## src/rtl/stream_widener.sv

```systemverilog
// Packs G_RATIO narrow input words into one wide output word, lane 0 first,
// closing early on s_last_i. Valid/ready on both sides.
module stream_widener #(
    parameter int G_DATA_SIZE = 8,
    parameter int G_RATIO     = 4
) (
    input  logic                               clk_i,
    input  logic                               rst_i,
    input  logic                               s_valid_i,
    output logic                               s_ready_o,
    input  logic [G_DATA_SIZE-1:0]             s_data_i,
    input  logic                               s_last_i,
    output logic                               m_valid_o,
    input  logic                               m_ready_i,
    output logic [G_RATIO*G_DATA_SIZE-1:0]     m_data_o,
    output logic [$clog2(G_RATIO):0]           m_count_o,
    output logic                               m_last_o
);

    localparam int LW = $clog2(G_RATIO);
    localparam int CW = LW + 1;
    localparam int OW = G_RATIO * G_DATA_SIZE;

    logic [OW-1:0] data_q;
    logic [OW-1:0] next_data;
    logic [LW-1:0] lane_q;
    logic          accept;
    logic          consume;
    logic          closes;

    // Valid/ready: a transfer happens on a rising edge where valid and ready
    // are both high; valid never waits on ready, and a held word stays stable.
    assign s_ready_o = !rst_i && (!m_valid_o || m_ready_i);
    assign accept    = s_valid_i && s_ready_o;
    assign consume   = m_valid_o && m_ready_i;
    assign closes    = s_last_i || (lane_q == LW'(G_RATIO - 1));
    assign m_data_o  = data_q;

    // Writing lane 0 starts a fresh word, so every higher lane is cleared.
    always_comb begin
        next_data = (lane_q == '0) ? '0 : data_q;
        for (int k = 0; k < G_RATIO; k++) begin
            if (LW'(k) == lane_q) begin
                next_data[k*G_DATA_SIZE +: G_DATA_SIZE] = s_data_i;
            end
        end
    end

    always_ff @(posedge clk_i or posedge rst_i) begin
        if (rst_i) begin
            data_q    <= '0;
            lane_q    <= '0;
            m_valid_o <= 1'b0;
            m_count_o <= '0;
            m_last_o  <= 1'b0;
        end else begin
            if (consume) begin
                m_valid_o <= 1'b0;
                m_count_o <= '0;
                m_last_o  <= 1'b0;
            end
            if (accept) begin
                data_q <= next_data;
                if (closes) begin
                    m_valid_o <= 1'b1;
                    m_count_o <= {1'b0, lane_q} + CW'(1);
                    m_last_o  <= s_last_i;
                    lane_q    <= '0;
                end else begin
                    lane_q <= lane_q + 1'b1;
                end
            end
        end
    end

endmodule

```

## config.mk

```make
export PLATFORM = sky130hd
export DESIGN_NAME = stream_widener
export DESIGN_NICKNAME = d
export VERILOG_FILES = /design/src/rtl/stream_widener.sv
export SDC_FILE = /design/constraint.sdc
export NUM_CORES = 1
export LEC_CHECK = 0
export ABC_AREA = 1
export CELL_PAD_IN_SITES_DETAIL_PLACEMENT = 0
export CELL_PAD_IN_SITES_GLOBAL_PLACEMENT = 1
export CORE_MARGIN = 5
export CORE_UTILIZATION = 36
export CTS_BUF_LIST = sky130_fd_sc_hd__clkbuf_4 sky130_fd_sc_hd__clkbuf_8
export DETAILED_ROUTE_END_ITERATION = 10
export PLACE_DENSITY_LB_ADDON = 0.1
export SKIP_LAST_GASP = 1
export SLEW_MARGIN = 20
export SYNTH_ARGS = -nofsm -noshare
export SYNTH_HDL_FRONTEND = slang
export SYNTH_SLANG_ARGS = --single-unit
```

## constraint.sdc

```tcl
create_clock -name clk_i -period 1.7 [get_ports clk_i]
set_input_delay 0.34 -clock clk_i [delete_from_list [all_inputs] [get_ports clk_i]]
set_output_delay 0.34 -clock clk_i [all_outputs]
set_load 0.01 [all_outputs]
```

==> metrics.md <==
| Metric | Value |
|---|---|
| Remaining DRCs | `0` |
| Max-cap violations | `0` |
| R2r setup slk | `approximately 0.19 ns` |
| Clk buf depth | `2` |
| WS Path Type | `input port to output port` |
| Root buffer cell | `clkbuf_8` |
| Crit path cell chain | `clkdlybuf4s50_1 -> inv_2 -> a21oi_4 -> dlygate4sd2_1` |
| Cell row count | `26` |
| Antenna violations before repair | `0` |
| Cell with the most instances after synthesis | `nand2_1` |
| Status | `complete, no violations` |
| First-pass GRT wire length | `a little under 8 mm` |
| Die area | `roughly 6700 um^2` |
| Slowest-stage cell, CP | `clkdlybuf4s50_1` |
| HP Start | `m_data_o[9]$_DFFE_PP0P_` |
| Power per Cell Area | `1190 nW/um^2` |
| Critical Path Sink Type | `output port` |
| Clock skew | `~0.0031 ns` |
| GRT Total Usage | `0.156` |
| Pre-antenna DRT Iters | `4` |
| Drt initial violations | `between 50 and 60` |
| CP arrival | `between 1 and 1.5 ns` |
| Die W | `81.8 um` |
| Reg-to-reg endpoint | `m_data_o[26]$_DFFE_PP0P_` |
| Initial Util | `0.366` |
| Syn Std Cell Area | `1860 um^2` |
| Die Height | `approximately 82 um` |
| Synth Flop Type | `dfrtp_1` |
| Crit path capture | `s_ready_o` |
| Layout Cell Area excl Fill | `~2700 um^2` |
| Final core occ | `0.523` |
| Largest net degree at the start of global routing | `24` |
| Endpoints failing hold | `0` |
| WHS Path Cells | `2` |
| Final period util | `0.970` |
| H-tree level count | `2` |
| Cell taking the most area after synthesis | `dfrtp_1` |
| RSZ-0062 raised after global routing | `no` |
| CP startpoint | `m_ready_i` |
| CTS tree | `done` |
| CTS Sinks | `39` |
| DP Area | `around 2500 um^2` |
| Flops & latches, synth | `39` |
| Final ANT Viol Nets | `0` |
| Gr ovfl total | `0` |
| Synth async-reset ratio | `1.00` |
| Final Critical Period | `roughly 1.6 ns` |
| Setup TNS | `0 ns` |
| Final wirelength | `about 4.6 mm` |
| Fmax | `roughly 610 MHz` |
| Ports | `slightly above 50` |
| Ant. Diodes | `0` |
| Dominant cells by area after synthesis | `dfrtp_1 53%, nand2_1 22%, nand4_1 7.1%` |
| Final setup fails | `0` |
| Crit-path max cell delay | `about 0.5 ns` |
| Share of layout cells above drive strength 1 | `0.115` |
| Slew HR | `0.819` |
| Worst-path clk slew | `0.08 ns` |
| Vias per cell | `~4.4` |
| Syn Area/Cell | `around 8.5 um^2` |
| GP Congestion | `0.730` |
| DR vias | `1,581` |
| FF-to-FF Start | `lane_q[0]$_DFFE_PP0P_` |
| DR WL/cell | `12.9 um` |
| Cells after synthesis | `~220` |
| Number of global-route vias before repair | `1,642` |
| P_leak | `between 0.001 and 0.0015 uW` |
| Net Count, Synth | `238` |
| Critical Path RT | `1.36 ns` |
| IO buf count | `50` |
| EDFF count, synth | `0` |
| Ys Warns | `0` |
| Synth top area share | `0.525` |
| Nets | `just over 300` |
| Top post-synthesis cells by count | `108 x nand2_1, 39 x dfrtp_1, 22 x inv_1` |
| VDD IR max | `0.448 mV` |
| Depth of the most critical reg-to-reg path | `7` |
| CTS Buf Count | `5` |
| Hold Crit Class | `flip-flop to flip-flop` |
| Register area share after synthesis | `0.525` |
| Count of pins over their slew limit | `0` |
| Worst-Skew Late Latency | `a little under 0.3 ns` |
| Core Footprint | `a little over 5000 um^2` |
| Crit path launch type | `input port` |
| Crit path max fanout | `2` |
| Actual slew at the worst max-slew pin | `0.271 ns` |
| Area growth syn-to-layout | `43.0%` |
| HPWL Detailed | `between 3 and 4 mm` |
| Count of unique library cells instantiated by Yosys | `19` |
logic make-up after synthesis:
logic type | Yosys count | synth area share
and+or+nand+nor | 138 | 0.337
DFF | 39 | 0.525
buffers and inverters | 30 | 0.0747
AOI/OAI and AO/OA | 6 | 0.0222
adders and majority gates | 6 | 0.0404
state kept, by name, summed over array words and instances, names as in the netlist:
register / count
m_count_o: 3
m_data_o: 32
m_valid_o: 1
m_last_o: 1
lane_q: 2
report_power, final:
part | switching [uW] | internal [uW]
clock network | 334 | 475
registers | 127 | 1140
logic | 516 | 564
total | 978 | 2180
how the worst min path moves through the flow:
stage | to | slack, ns
finish | m_data_o[9]$_DFFE_PP0P_ | 0.47
global placement | m_data_o[20]$_DFFE_PP0P_ | 0.45
detailed placement | m_data_o[9]$_DFFE_PP0P_ | 0.46
floorplan | lane_q[0]$_DFFE_PP0P_ | 0.37
CTS | m_data_o[9]$_DFFE_PP0P_ | 0.48
global route | m_data_o[14]$_DFFE_PP0P_ | 0.49
per-layer routing:
layer | global-route usage | vias to the layer above | share of wire
met4 | 0.0648 | 0 | 0.020
li1 | - | 821 | -
met1 | 0.201 | 725 | 0.47
met5 | 0 | - | 0
met2 | 0.254 | 26 | 0.47
met3 | 0.0340 | 9 | 0.034
critical path, delay by kind of cell:
| kind | cells | cell delay (ns) |
|---|---|---|
| buf+inv | 3 | 0.85 |
| compound gates | 1 | 0.13 |
cell type report:
cell class	instances	area, um^2
well taps	70	87.6
multi-input cells	150	743
repair buffers	67	642
inverters	24	90.1
fillers	512	2420
flip-flops and latches	39	976
clock inverters	2	35.0
clock buffers	6	82.6
cells in the final DEF, fill, tap and decap left out:
cell type        synthesis  layout
inv_1                   22      22
nand4_4                  1       1
dfrtp_1                 39      39
clkdlybuf4s50_1          0      48
nand3_4                  1       1
buf_4                    2      16
bufinv_16                0       1
nand2_4                  1       1
dlygate4sd2_1            0       1
inv_2                    2       2
buf_12                   0       1
nand3_1                  2       2
nand4_1                 21      21
nor2_1                   2       2
a21oi_4                  1       1
clkinv_2                 0       1
clkbuf_8                 1       6
o21ai_0                  5       5
nand2_1                108     108
nor2_4                   2       2
dlymetal6s2s_1           0       1
ha_1                     6       6
timing repair:
action	4_1_cts	5_1_grt
cloned	0	0
setup buffers	1	0
endpoints found under the setup margin	2	1
gates resized for setup	1	1
hold buffers	0	0
through the flow:
step,hold WS (ns),setup slack [ns],power (uW),std cells
2_1_floorplan,0.375,0.130,1780,219
5_1_grt,0.489,0.00725,3380,358
4_1_cts,0.477,0.0351,3200,358
3_5_place_dp,0.458,-0.226,2380,349
3_3_place_gp,0.454,-0.228,2370,349
6_report,0.470,0.0513,3150,358
Power figures use the tool's default switching activity.
